==> src/rtl/io_map_pkg.sv <==
// Shared I/O map definitions: FSM states, default register addresses and decode result.
// Pure declarations, no logic; no latency or backpressure of its own.
package io_map_pkg;

  typedef enum logic [1:0] {
    IDLE,
    ACCESS,
    RESP
  } state_t;

  localparam logic [31:0] DEF_HEX_ADDR  = 32'hF000_0000;
  localparam logic [31:0] DEF_LEDR_ADDR = 32'hF000_0004;
  localparam logic [31:0] DEF_LEDG_ADDR = 32'hF000_0008;
  localparam logic [31:0] DEF_KEY_ADDR  = 32'hF000_0010;
  localparam logic [31:0] DEF_SW_ADDR   = 32'hF000_0014;

  typedef struct packed {
    logic hexWr;
    logic ledrWr;
    logic ledgWr;
    logic swRd;
    logic keyRd;
    logic bad;
  } decode_t;

endpackage

==> src/rtl/io_addr_decoder.sv <==
// Address + direction to one-hot I/O access decode; purely combinational, zero latency.
// No flow control; also usable as an MMIO range check (dec.bad = not an I/O access).
module io_addr_decoder
  import io_map_pkg::*;
#(
  parameter int                        ADDR_BIT_WIDTH = 32,
  parameter logic [ADDR_BIT_WIDTH-1:0] HEX_ADDR       = DEF_HEX_ADDR,
  parameter logic [ADDR_BIT_WIDTH-1:0] LEDR_ADDR      = DEF_LEDR_ADDR,
  parameter logic [ADDR_BIT_WIDTH-1:0] LEDG_ADDR      = DEF_LEDG_ADDR,
  parameter logic [ADDR_BIT_WIDTH-1:0] KEY_ADDR       = DEF_KEY_ADDR,
  parameter logic [ADDR_BIT_WIDTH-1:0] SW_ADDR        = DEF_SW_ADDR
) (
  input  logic [ADDR_BIT_WIDTH-1:0] addr,
  input  logic                      we,
  output decode_t                   dec
);

  // Full-width compares: no aliasing, and a wrong direction is as bad as a wrong address.
  always_comb begin
    dec = '0;
    if (we) begin
      if (addr == HEX_ADDR)       dec.hexWr  = 1'b1;
      else if (addr == LEDR_ADDR) dec.ledrWr = 1'b1;
      else if (addr == LEDG_ADDR) dec.ledgWr = 1'b1;
      else                        dec.bad    = 1'b1;
    end else begin
      if (addr == SW_ADDR)        dec.swRd   = 1'b1;
      else if (addr == KEY_ADDR)  dec.keyRd  = 1'b1;
      else                        dec.bad    = 1'b1;
    end
  end

endmodule

==> src/rtl/io_access_arbiter.sv <==
// Round-robin two-master access sequencer for the board I/O block; 3 cycles per access (IDLE, ACCESS, RESP).
// Requesters hold req until their one-cycle ack; only one transaction is in flight at a time.
module io_access_arbiter
  import io_map_pkg::*;
#(
  parameter int                        DATA_BIT_WIDTH = 32,
  parameter int                        ADDR_BIT_WIDTH = 32,
  parameter logic [ADDR_BIT_WIDTH-1:0] HEX_ADDR       = DEF_HEX_ADDR,
  parameter logic [ADDR_BIT_WIDTH-1:0] LEDR_ADDR      = DEF_LEDR_ADDR,
  parameter logic [ADDR_BIT_WIDTH-1:0] LEDG_ADDR      = DEF_LEDG_ADDR,
  parameter logic [ADDR_BIT_WIDTH-1:0] KEY_ADDR       = DEF_KEY_ADDR,
  parameter logic [ADDR_BIT_WIDTH-1:0] SW_ADDR        = DEF_SW_ADDR
) (
  input  logic                      clk,
  input  logic                      resetN,
  input  logic                      req0,
  input  logic                      we0,
  input  logic [ADDR_BIT_WIDTH-1:0] addr0,
  input  logic [DATA_BIT_WIDTH-1:0] wdata0,
  input  logic                      req1,
  input  logic                      we1,
  input  logic [ADDR_BIT_WIDTH-1:0] addr1,
  input  logic [DATA_BIT_WIDTH-1:0] wdata1,
  output logic                      ack0,
  output logic                      ack1,
  output logic [DATA_BIT_WIDTH-1:0] rdata,
  output logic                      badAccess,
  output logic                      isHex,
  output logic                      isLedr,
  output logic                      isLedg,
  output logic                      isSwitches,
  output logic [DATA_BIT_WIDTH-1:0] dataIn,
  input  logic [DATA_BIT_WIDTH-1:0] ioOut
);

  logic [1:0]                rstSync;
  logic                      rstN;
  state_t                    state;
  state_t                    nextState;
  logic                      lastGrant;
  logic                      grant;
  logic                      winner;
  logic                      anyReq;
  logic                      latWe;
  logic [ADDR_BIT_WIDTH-1:0] latAddr;
  logic                      badFlag;
  decode_t                   dec;

  // Assert immediately, release two edges later so every flop leaves reset on the same edge.
  always_ff @(posedge clk or negedge resetN) begin
    if (!resetN) rstSync <= 2'b00;
    else         rstSync <= {rstSync[0], 1'b1};
  end
  assign rstN = rstSync[1];

  assign anyReq = req0 | req1;
  assign winner = (req0 & req1) ? ~lastGrant : req1;

  io_addr_decoder #(
    .ADDR_BIT_WIDTH(ADDR_BIT_WIDTH),
    .HEX_ADDR      (HEX_ADDR),
    .LEDR_ADDR     (LEDR_ADDR),
    .LEDG_ADDR     (LEDG_ADDR),
    .KEY_ADDR      (KEY_ADDR),
    .SW_ADDR       (SW_ADDR)
  ) u_dec (
    .addr(latAddr),
    .we  (latWe),
    .dec (dec)
  );

  always_ff @(posedge clk or negedge rstN) begin
    if (!rstN) state <= IDLE;
    else       state <= nextState;
  end

  always_comb begin
    nextState  = state;
    ack0       = 1'b0;
    ack1       = 1'b0;
    badAccess  = 1'b0;
    isHex      = 1'b0;
    isLedr     = 1'b0;
    isLedg     = 1'b0;
    isSwitches = 1'b0;
    case (state)
      IDLE: begin
        if (anyReq) nextState = ACCESS;
      end
      ACCESS: begin
        isHex      = dec.hexWr;
        isLedr     = dec.ledrWr;
        isLedg     = dec.ledgWr;
        isSwitches = dec.swRd;
        nextState  = RESP;
      end
      RESP: begin
        ack0      = ~grant;
        ack1      = grant;
        badAccess = badFlag;
        nextState = IDLE;
      end
      default: nextState = IDLE;
    endcase
  end

  // dataIn doubles as the write-data latch: it only changes when a write is granted.
  always_ff @(posedge clk or negedge rstN) begin
    if (!rstN) begin
      lastGrant <= 1'b1;
      grant     <= 1'b0;
      latWe     <= 1'b0;
      latAddr   <= '0;
      dataIn    <= '0;
      rdata     <= '0;
      badFlag   <= 1'b0;
    end else begin
      if (state == IDLE && anyReq) begin
        grant     <= winner;
        lastGrant <= winner;
        latWe     <= winner ? we1 : we0;
        latAddr   <= winner ? addr1 : addr0;
        if (winner ? we1 : we0) dataIn <= winner ? wdata1 : wdata0;
      end
      if (state == ACCESS) begin
        badFlag <= dec.bad;
        if (dec.swRd || dec.keyRd) rdata <= ioOut;
        else if (dec.bad)          rdata <= '0;
      end
    end
  end

endmodule

==> config.mk <==
export PLATFORM = sky130hd
export DESIGN_NAME = io_access_arbiter
export DESIGN_NICKNAME = d
export VERILOG_FILES = /design/src/rtl/io_map_pkg.sv /design/src/rtl/io_addr_decoder.sv /design/src/rtl/io_access_arbiter.sv
export SDC_FILE = /design/constraint.sdc
export NUM_CORES = 1
export LEC_CHECK = 0
export ABC_AREA = 1
export BUFFER_PORTS_ARGS = -buffer_cell sky130_fd_sc_hd__buf_2
export CAP_MARGIN = 0
export CELL_PAD_IN_SITES_DETAIL_PLACEMENT = 0
export CELL_PAD_IN_SITES_GLOBAL_PLACEMENT = 1
export CORE_MARGIN = 2
export CORE_UTILIZATION = 25
export CTS_CLUSTER_DIAMETER = 50
export CTS_CLUSTER_SIZE = 28
export DETAILED_ROUTE_END_ITERATION = 6
export PLACE_DENSITY = 0.76
export SYNTH_ARGS = -nofsm -noshare
export SYNTH_HDL_FRONTEND = slang
export SYNTH_SLANG_ARGS = --single-unit
export TNS_END_PERCENT = 10
==> constraint.sdc <==
create_clock -name clk -period 4.4 [get_ports clk]
set_clock_uncertainty 0.1 [all_clocks]
set_input_delay 0.66 -clock clk [delete_from_list [all_inputs] [get_ports clk]]
set_output_delay 0.66 -clock clk [all_outputs]
set_load 0.02 [all_outputs]
======== After elaboration in Yosys (flattened, before gate mapping) ========
Cells that the tools add are included.
word-level totals
  bits in registers ....................... 104
  output and inout bits ................... 71
cells by class
  reduce and logical (&&, ||, !) cells .... 6
  bitwise operators ....................... 4
  muxes and demuxes ....................... 30
  equal/unequal tests ..................... 8
operators with widths
  operator                                                          count
  32-bit == test (second input constant)                            5
  32-bit two-way mux                                                4
  1-bit two-way mux                                                 20
  2-bit two-way mux                                                 4
  2-bit one-hot mux with 2 select lines                             1
  2-bit AND reduction                                               2
  3-bit two-way mux                                                 1
  2-bit by 1-bit == test with 1-bit output (second input constant)  1
  2-bit == test (second input constant)                             1
  2-bit logical NOT                                                 1
  2-bit != test (second input constant)                             1
  1-bit NOT                                                         2
  2-bit nonzero test                                                1
  1-bit bitwise AND                                                 1
  1-bit logical AND                                                 1
  1-bit logical OR                                                  1
  1-bit bitwise OR                                                  1

======== Depth between registers and ports, before layout ========
Gate-level depths: netlist of the first run.
  word-level depth ........................ 7
  gate-level depth with buffers ........... 13
  gate-level depth less buffers ........... 12

======== Hierarchy ========
From an unflattened synthesis of the first run, not the netlist that was laid out.
unflattened totals
  cells, all modules ...................... 707
  area, all modules ....................... 5273.8 µm²
by module, submodules not included
  module             instances  area an instance (µm²)  cells an instance  seq. area each (µm²)
  io_access_arbiter  1          5003.5                  640                2603.7
  io_addr_decoder    1          270.3                   67                 0.0

======== Worst setup path before layout of the first run ========
Ideal clock, no wire load.
  path kind ............................... register to output
  from .................................... register latAddr[15]
  to ...................................... output port isHex
  path slack .............................. 2251 ps
  arrival time ............................ 1389 ps
  data required time ...................... 3640 ps
  cell stages (with the launch flop) ...... 8
  buffers on the path ..................... 0
  cell sequence ........................... dfrtp_1 nor2_1 nand2_1 nor2_4 nand2_1 nor2_2 nand2_2 nor3_1
on the way
  cells in the longest elaborated chain, start to end .. 4
ends and longest elaborated chain
  item                    line                      text
  start, declared         io_access_arbiter.sv:45   logic [ADDR_BIT_WIDTH-1:0] latAddr;
  start signal, assigned  io_access_arbiter.sv:122  latAddr <= winner ? addr1 : addr0;
  32-bit == test          io_addr_decoder.sv:22     if (addr == HEX_ADDR) dec.hexWr = 1'b1;
  1-bit two-way mux       io_addr_decoder.sv:22
  3-bit two-way mux       io_addr_decoder.sv:21     if (we) begin
  1-bit two-way mux       io_access_arbiter.sv:86   case (state)
  end, declared           io_access_arbiter.sv:28   output logic isHex,
No other way between the ends.

======== Worst setup path in the final report of the first run ========
  from .................................... register state[1]
  to ...................................... output port isHex
on the way
  cells in the longest elaborated chain, start to end .. 2
ends and longest elaborated chain
  item                                      line                     text
  start, declared                           io_access_arbiter.sv:38  state_t state;
  start signal, assigned                    io_access_arbiter.sv:74  else state <= nextState;
  2-bit by 1-bit == test with 1-bit output  io_access_arbiter.sv:86
  1-bit two-way mux                         io_access_arbiter.sv:86
No other way between the ends.

==> impl_metrics.json, run 1 <==
{
  "timing.final.crit_share_pct": 61.82,
  "crit_type": "reg -> out",
  "rsz0062_at_grt": "no",
  "finalSetupViolations": 0,
  "syn_to_final_growth_pct": 34.55,
  "hold_viol": 0,
  "cts-root-buf": "clkbuf_16",
  "routed_wl_um": 14210,
  "synth_cell_types": 24,
  "std_cell_rows": 50,
  "grt_pass1_vias": 4661,
  "post_cts_buffers": 0,
  "crit_path_max_incr_delay_ns": 0.60,
  "place_area_um2": 6108,
  "drt_iter0_markers": 177,
  "grt.total_usage_pct": 14.31,
  "p_seq_share_pct": 40.6,
  "yosys.area.top_type": "dfrtp_1",
  "fmax_ghz": 0.3676,
  "n_fill_cell": 1996,
  "fin_crit_ns": 2.720,
  "fin_area_um2": 6402,
  "p_leak_nw": 3.379,
  "p_int_mw": 2.131,
  "cp_max_fo": 16,
  "vias_per_cell": 4.478,
  "switchingPower_mw": 1.486,
  "outcome": "finished clean",
  "ant_nets": 0,
  "max-vdd-ir-drop_mv": 0.1987,
  "cp_data_arrival_time_ns": 1.96,
  "die_h_um": 142.0,
  "clockBufferDepth": 2,
  "grt_max_degree": 66,
  "whs_ns": 0.2619,
  "num_vias": 4675,
  "die-area_um2": 20150,
  "slowest_stage": "nor2_2",
  "layout.nets": 970,
  "worstPathRequired_ns": 3.64,
  "clockPowerShare_pct": 21.6,
  "synth-seq-cells": 104,
  "grt.overflow.total": 0,
  "hold_path_depth": 0,
  "drt_first_pass_iters": 4,
  "cts_sinks": 104,
  "yosysSeqAreaShare_pct": 54.72,
  "grt_pass1_wl_um": 22980,
  "core_area_um2": 18710,
  "gp_congestion": 0.7407,
  "cts_tree": "yes",
  "yosys_warnings": 0,
  "crit_chain": "nor2_2 -> inv_1 -> nor3_1 -> buf_2",
  "ctsHoldBuffers": 1,
  "synth_cells": 586,
  "clock_latency_ns": 0.35,
  "post-route-drc-count": 0,
  "num_io_pins": 237,
  "hpwlAfterDp_um": 10250,
  "tightest_slew_ns": 1.000,
  "numCtsBuffers": 9,
  "cp-start-kind": "flop",
  "initial_core_util_pct": 25.44,
  "cts_max_level": 3,
  "synth_top_area_share_pct": 54.17,
  "io_buffers": 236,
  "wl_per_cell_um": 13.61,
  "ff2ff_path_depth": 8,
  "synth_nets": 752,
  "grt_antenna_before_repair": 0,
  "clkTransAtPathRegs_ns": 0.08,
  "die_w_um": 142.0,
  "cts.repair.resized": 0,
  "setup_tns_ns": 0,
  "maxCapViolCount": 0,
  "sw_frac_of_total_pct": 41.08,
  "synth_area_leaders": "dfrtp_1, nand2_1, nor2_1, o21ai_0, a31oi_1",
  "drv_slew": 0,
  "syn_area_per_cell_um2": 8.120,
  "combPwrFrac_pct": 37.8,
  "critPathCaptureType": "output pin",
  "hp-class": "reg -> reg",
  "syn_area_um2": 4758,
  "slew_headroom_pct": 33.32,
  "drive_gt1_share_pct": 35.35,
  "power_density_nw_per_um2": 564.9
}
-- power by group through the flow --
stage	clock (mW)	combinational (mW)	sequential, mW
after floorplan	0	0.796	1.64
after global placement	0	1.38	1.49
after detailed placement	0	1.40	1.48
after CTS	0.826	1.39	1.47
after global routing	0.852	1.55	1.52
final	0.781	1.37	1.47
-- metrics by stage --
stage	setup slack, ns	utilization (%)	cells	power [mW]
2_1_floorplan	1.190	-	586	2.439
4_1_cts	1.647	34.21	1043	3.692
3_5_place_dp	1.424	32.66	1026	2.882
3_3_place_gp	1.525	32.66	1026	2.866
6_report	1.680	34.23	1044	3.617
5_1_grt	1.463	34.21	1043	3.923
-- per-layer routing --
| metal | global-route usage, % | vias up | share of wire [%] |
|---|---|---|---|
| met4 | 3.947 | 0 | 1.2 |
| li1 | - | 2336 | - |
| met2 | 23.43 | 165 | 45 |
| met5 | 0 | - | 0 |
| met1 | 18.74 | 2163 | 47 |
| met3 | 3.836 | 11 | 6.9 |
-- registers in the layout (all words and copies together), names as in the netlist --
register and count:
latAddr 32, badFlag 1, lastGrant 1, state 2, rdata 32, rstSync 2, latWe 1, dataIn 32
grant 1
-- cells in the final DEF (no fill, tap or decap), types with 2 or more instances in the layout --
cell / n
clkinv_4: 2
a31oi_1: 32
nor2_1: 88
o22ai_1: 3
nand2_2: 16
buf_4: 6
buf_2: 236
nand3_1: 39
nor2_2: 5
nand2_1: 170
dfrtp_1: 102
nand2_4: 2
nor3_1: 6
inv_2: 2
o21ai_0: 63
clkbuf_16: 9
clkinvlp_4: 2
inv_1: 15
-- worst max-delay path, delay by kind of cell (launching register included) --
kind | cells | cell delay, ns
flops | 1 | 0.40
buf+inv | 2 | 0.39
simple gates | 2 | 0.82
-- cells in the mapped netlist --
| cell type | n |
|---|---|
| nor2_1 | 88 |
| nand2_4 | 2 |
| inv_2 | 1 |
| buf_6 | 2 |
| clkbuf_1 | 21 |
| buf_1 | 2 |
| inv_1 | 16 |
| o21ai_1 | 1 |
| conb_1 | 1 |
| nand3_1 | 39 |
| o21ai_0 | 63 |
| buf_12 | 1 |
| nand2_2 | 15 |
| nor2_2 | 5 |
| o22ai_1 | 3 |
| dfstp_2 | 1 |
| a21oi_1 | 1 |
| nor2_4 | 1 |
| dfrtp_1 | 103 |
| nand2_1 | 171 |
| nand3b_1 | 1 |
| nor3_1 | 6 |
| buf_2 | 10 |
| a31oi_1 | 32 |
-- layout make-up --
type	count	area [um^2]	share of cell area (%)
sequential	104	2608	40.73
multi-input combinational	429	1918	29.96
timing repair buffer	243	1236	19.31
tap	234	292.8	4.573
clock buffer	10	229.0	3.576
inverter	17	63.81	0.9967
clock inverter	6	52.55	0.8208
antenna	1	2.502	0.03909
-- path summary, 6_finish.rpt --
path | to | from | slack [ns]
max | isHex | state[1] | 1.68
min | rstSync[1] | rstSync[0] | 0.26
max reg2reg | dataIn[16] | state[1] | 1.81
min reg2reg | rstSync[1] | rstSync[0] | 0.26
max in group asynchronous | rdata[8] | rstSync[1] | 2.77
min in group asynchronous | latAddr[18] | rstSync[1] | 0.29
-- cell families (layout without fill, tap and decap cells) --
family,count (synthesis),after routing,share of synthesized area [%]
AO/OA/AOI/OAI,100,100,11.44
other,1,2,0.07881
buffers and inverters,53,276,5.101
AND/OR/NAND/NOR,328,328,28.66
flip-flops,104,104,54.72
Note: power is estimated with default switching activity, not from simulation.
==> run 2: changes to the inputs <==
--- a/config.mk
+++ b/config.mk
@@ -15,7 +15,7 @@
 export CTS_CLUSTER_DIAMETER = 50
 export CTS_CLUSTER_SIZE = 28
 export DETAILED_ROUTE_END_ITERATION = 6
-export PLACE_DENSITY = 0.76
+export PLACE_DENSITY = 0.79
 export SYNTH_ARGS = -nofsm -noshare
 export SYNTH_HDL_FRONTEND = slang
 export SYNTH_SLANG_ARGS = --single-unit
==> constraint.sdc (replaced) <==
create_clock -name clk -period 2.24 [get_ports clk]
set_clock_uncertainty 0.1 [all_clocks]
set_input_delay 0.336 -clock clk [delete_from_list [all_inputs] [get_ports clk]]
set_output_delay 0.336 -clock clk [all_outputs]
set_load 0.02 [all_outputs]
==> run 2 against run 1 <==
Net effect:
- first-iteration DRC count fell by 3.4%
- hold slack got worse by 0.14 ns
- sequential power is 95% higher
- design area grew 2.2%
- via count down 0.77%
- register-to-register slack worse by 1.5 ns
- combinational power up 100%
- count of clock-buffer cells in the layout unchanged
- flip-flop and latch count stayed put
- largest cell class unchanged
- largest power group unchanged
- highest routed layer is now met5
==> impl_metrics.json, run 2 (synthesis gave the netlist of run 1 again) <==
{
  "outcome": "finished clean",
  "cp-start-kind": "flop",
  "tightest_slew_ns": 0.5776,
  "place_area_um2": 6191,
  "wl_per_cell_um": 13.36,
  "critPathCaptureType": "output pin",
  "sw_frac_of_total_pct": 40.63,
  "die_h_um": 142.0,
  "final_cell_mix": "buf_2, nand2_1, dfrtp_1, nor2_1, o21ai_0",
  "switchingPower_mw": 2.909,
  "grt_antenna_before_repair": 2,
  "post-route-drc-count": 0,
  "ant_nets": 0,
  "n_fill_cell": 1976,
  "cp_max_fo": 8,
  "routed_wl_um": 14040,
  "grt.overflow.total": 0,
  "grt_max_degree": 65,
  "core_area_um2": 18710,
  "combPwrFrac_pct": 38.8,
  "clock_latency_ns": 0.35,
  "rsz0062_at_grt": "yes",
  "die_w_um": 142.0,
  "wl_met1_um": 6269,
  "syn_to_final_growth_pct": 37.55,
  "power_density_nw_per_um2": 1094,
  "grt_pass1_vias": 4506,
  "cts_max_level": 3,
  "worstPathRequired_ns": 1.80,
  "vias_per_cell": 4.414,
  "p_leak_nw": 3.440,
  "io_buffers": 236,
  "layout.nets": 977,
  "fin_crit_ns": 2.146,
  "grt_pass1_wl_um": 22450,
  "fin_area_um2": 6545,
  "cts_sinks": 104,
  "gp_congestion": 0.7272,
  "cts_tree": "yes",
  "num_io_pins": 237,
  "std_cell_rows": 50,
  "slew_headroom_pct": 61.49,
  "numCtsBuffers": 9,
  "final_common_cell": "buf_2",
  "clkTransAtPathRegs_ns": 0.07,
  "dr_wl_met2_um": 6674,
  "wl_met3_um": 898,
  "reg_top3": "dataIn (32), latAddr (32), rdata (32)",
  "die-area_um2": 20150,
  "hp-class": "in -> reg",
  "hold_viol": 0,
  "crit_type": "reg -> out",
  "fin_ws_ns": 0.09405,
  "grt.total_usage_pct": 14.03,
  "clockPowerShare_pct": 21.1,
  "maxCapViolCount": 0,
  "initial_core_util_pct": 25.44,
  "cts-root-buf": "clkbuf_16",
  "timing.final.crit_share_pct": 95.80,
  "drive_gt1_share_pct": 36.76,
  "cp_data_arrival_time_ns": 1.71,
  "num_vias": 4639,
  "max-vdd-ir-drop_mv": 0.4728,
  "drv_slew": 0,
  "p_seq_share_pct": 40.1,
  "clockBufferDepth": 2,
  "hpwlAfterDp_um": 10290,
  "fmax_ghz": 0.4660,
  "finalSetupViolations": 0,
  "drt_first_pass_iters": 4,
  "pre_cts_slack_ns": 0.3858,
  "drt_iter0_markers": 171,
  "highest_layer": "met5",
  "p_int_mw": 4.251
}
==> run 2: cell type report <==
cell class	instances	area (um^2)	area share, %
repair buffers	250	1338	20.44
clock buffers	10	239.0	3.651
clock inverters	6	42.54	0.6500
well taps	234	292.8	4.473
flip-flops and latches	104	2608	39.84
diodes	1	2.502	0.03823
inverters	17	63.81	0.9750
multi-input cells	429	1959	29.94
==> run 2: worst max-delay path: stages, from the launching register on <==
cell,delay [ns]
dfrtp_1,0.39
nand2_1,0.07
inv_1,0.03
nand2_1,0.07
nor2_2,0.05
nand2_4,0.12
nor2_4,0.05
nand2_2,0.10
nand3_2,0.10
nor3_1,0.17
buf_2,0.21
==> run 2: stage by stage <==
step	hold slack, ns	power, mW	setup TNS [ns]	util [%]	std cells
2_1_floorplan	-0.05959	4.790	0	-	586
3_3_place_gp	0.02423	5.671	0	33.10	1032
3_5_place_dp	0.02522	5.699	0	33.10	1032
4_1_cts	0.09842	7.251	0	34.67	1049
5_1_grt	0.1136	7.761	-0.04831	34.98	1050
6_report	0.1186	7.160	0	34.99	1051
==> run 2: what timing repair did <==
item / in CTS / in global routing
buffers inserted: 0 / 1
endpoints found under the hold margin: 2 / 0
gates resized for setup: 1 / 12
hold buffers: 1 / 0
pin swaps: 0 / 2
gates cloned: 0 / 0
setup endpoints to repair: 1 / 4
==> run 2: power by group through the flow <==
stage	registers, mW	clock network [mW]	logic (mW)
3_3_place_gp	2.88	0	2.79
2_1_floorplan	3.23	0	1.56
3_5_place_dp	2.90	0	2.80
6_report	2.87	1.51	2.78
4_1_cts	2.87	1.58	2.80
5_1_grt	2.96	1.65	3.16
==> run 2: per-layer routing <==
| layer | GRT usage [%] | vias to the layer above |
|---|---|---|
| met5 | 0 | - |
| met4 | 3.842 | 2 |
| li1 | - | 2348 |
| met2 | 23.20 | 152 |
| met3 | 4.307 | 14 |
| met1 | 17.83 | 2123 |
==> run 2: worst paths after layout <==
kind                             start     endpoint  slack [ns]  depth (start not counted)
max                        latAddr[31]       isLedg        0.09                         10
min                          ioOut[21]    rdata[21]        0.12                          3
max reg2reg                 latAddr[9]    rdata[25]        0.36                         12
min reg2reg                 rstSync[1]  latAddr[19]        0.23                          1
max in group asynchronous   rstSync[1]    rdata[27]        1.38                          1
min in group asynchronous       resetN   rstSync[1]        0.19                          2
==> run 3: changes to the inputs <==
--- a/config.mk
+++ b/config.mk
@@ -11,11 +11,11 @@
 export CELL_PAD_IN_SITES_DETAIL_PLACEMENT = 0
 export CELL_PAD_IN_SITES_GLOBAL_PLACEMENT = 1
 export CORE_MARGIN = 2
-export CORE_UTILIZATION = 25
+export CORE_UTILIZATION = 29
 export CTS_CLUSTER_DIAMETER = 50
 export CTS_CLUSTER_SIZE = 28
 export DETAILED_ROUTE_END_ITERATION = 6
-export PLACE_DENSITY = 0.79
+export PLACE_DENSITY = 0.88
 export SYNTH_ARGS = -nofsm -noshare
 export SYNTH_HDL_FRONTEND = slang
 export SYNTH_SLANG_ARGS = --single-unit
==> constraint.sdc (replaced) <==
create_clock -name clk -period 1.9 [get_ports clk]
set_clock_uncertainty 0.1 [all_clocks]
set_input_delay 0.285 -clock clk [delete_from_list [all_inputs] [get_ports clk]]
set_output_delay 0.285 -clock clk [all_outputs]
set_load 0.02 [all_outputs]
==> run 3 against run 2 <==
Net effect:
- the flow now finishes with violations (negative setup slack)
- die area decreased by 13%
- hold slack got worse by 0.046 ns
- core utilization increased by 6.7 points
- critical endpoint is now isHex
==> impl_metrics.json, run 3 (synthesis gave the netlist of run 1 again) <==
{
  "num_vias": 4690,
  "reg_top3": "dataIn (32), latAddr (32), rdata (32)",
  "clockBufferDepth": 2,
  "final_common_cell": "buf_2",
  "fin_crit_ns": 2.089,
  "crit_chain": "nor2_1 -> nand2_1 -> nor2_4 -> nand2_2 -> nor2_4 -> nand2_4 -> nor3_4 -> buf_6",
  "critPathCaptureType": "output pin",
  "clkTransAtPathRegs_ns": 0.07,
  "p_leak_nw": 3.496,
  "drv_slew": 0,
  "die_w_um": 132.1,
  "grt_antenna_before_repair": 2,
  "drive_gt1_share_pct": 37.65,
  "layout.nets": 980,
  "timing.final.crit_share_pct": 109.9,
  "hp-class": "in -> reg",
  "initial_core_util_pct": 29.85,
  "violations": "negative setup slack",
  "crit_type": "reg -> out",
  "grt_pass1_vias": 4436,
  "syn_to_final_growth_pct": 39.68,
  "core_area_um2": 15940,
  "drt_first_pass_iters": 4,
  "grt_max_degree": 65,
  "numCtsBuffers": 9,
  "power_density_nw_per_um2": 1299,
  "cp-start-kind": "flop",
  "power_mw": 8.631,
  "slowest_stage": "dfrtp_1",
  "gp_congestion": 0.7493,
  "pre_cts_slack_ns": 0.1084,
  "fmax_ghz": 0.4788,
  "cp_num_buf_inv": 1,
  "worstPathRequired_ns": 1.51,
  "clock_latency_ns": 0.34,
  "hold_viol": 0,
  "crit_family": "simple AND/OR/NAND/NOR gates",
  "vias_per_cell": 4.531,
  "outcome": "finished with violations",
  "cp_data_arrival_time_ns": 1.70,
  "die-area_um2": 17450,
  "grt.overflow.total": 0,
  "drt_iter0_markers": 252,
  "rsz0062_at_grt": "yes",
  "crit_path_max_incr_delay_ns": 0.38,
  "maxCapViolCount": 0,
  "cts_max_level": 3,
  "std_cell_rows": 46,
  "cpMostUsedCell": "nor2_4",
  "max-vdd-ir-drop_mv": 0.6531,
  "cts-root-buf": "clkbuf_16",
  "finalSetupViolations": 4,
  "wl_per_cell_um": 13.19,
  "cts_tree": "yes",
  "cp_max_fo": 5,
  "final_cell_mix": "buf_2, nand2_1, dfrtp_1, nor2_1, o21ai_0",
  "grt_pass1_wl_um": 21960,
  "hpwlAfterDp_um": 10080,
  "post-route-drc-count": 0,
  "io_buffers": 236,
  "grt.total_usage_pct": 15.68,
  "fin_ws_ns": -0.1887,
  "cts_sinks": 104,
  "routed_wl_um": 13660,
  "ant_nets": 0,
  "die_h_um": 132.1,
  "num_io_pins": 237
}
-- run 3: cell types whose count changed in the layout (fill, tap and decap cells not counted), moves of 2 or more --
cell	delta
buf_12	+3
nor2_1	-3
nor2_2	+3
nor3_1	-2
nor3_2	+2
-- run 3: report_power, final --
part / switching [mW] / leakage [nW] / total (mW) / internal, mW
registers: 0.430 / 1.28 / 3.41 / 2.98
logic: 2.18 / 2.07 / 3.37 / 1.19
clock network: 0.802 / 0.145 / 1.85 / 1.05
-- run 3: layout make-up --
type / count / area [um^2]
diodes: 1 / 2.502
clock buffers: 10 / 239.0
clock inverters: 5 / 56.30
fillers: 1646 / 9296
inverters: 17 / 63.81
multi-input cells: 429 / 2003
flip-flops and latches: 104 / 2608
well taps: 216 / 270.3
repair buffers: 253 / 1404
-- run 3: worst register-to-register path, cell delays in order (launching register included) --
cell and delay [ns]:
dfrtp_1 0.38, nor2_1 0.10, nand2_1 0.08, nor2_2 0.15, nand2_4 0.11, buf_4 0.16, nor2_2 0.09, nor2_1 0.05
nand2_1 0.07, nand2_2 0.10, nand2_8 0.13, buf_12 0.16, nand2_1 0.06, nand2_1 0.06
-- run 3: final timing paths --
check,from,to,slack (ns),cells past startpoint
worst max-delay path,latAddr[13],isHex,-0.19,8
worst min-delay path,ioOut[11],rdata[11],0.07,3
worst max register to register,latAddr[19],rdata[21],0.03,13
worst min register to register,rstSync[1],latAddr[28],0.08,0
max in group asynchronous,rstSync[1],lastGrant,1.02,1
min in group asynchronous,rstSync[1],latAddr[28],0.08,0
-- run 3: per-layer routing --
metal	track usage [%]	up-vias	part of all wire, %
li1	-	2368	-
met5	0	-	0
met4	4.891	0	1.1
met3	5.575	12	8.6
met2	26.10	179	48
met1	19.04	2131	42
-- run 3: what timing repair did --
action,4_1_cts,5_1_grt
gates cloned,0,0
pin swaps,6,8
endpoints found under the hold margin,2,0
setup endpoints to repair,4,36
resized for setup,9,15
hold buffers,1,0
buffers inserted,1,2
-- run 3: through the flow --
stage               setup TNS [ns]  cell area (um^2)  hold slack, ns  utilization [%]  instances
floorplan                        0              4760         -0.1106                -        586
global placement                 0              6213        -0.02850            38.97       1015
detailed placement               0              6213        -0.02628            38.97       1015
CTS                        -0.7252              6559         0.05246            41.14       1032
global route                -4.475              6644         0.06483            41.67       1034
finish                     -0.6489              6646         0.07276            41.69       1035
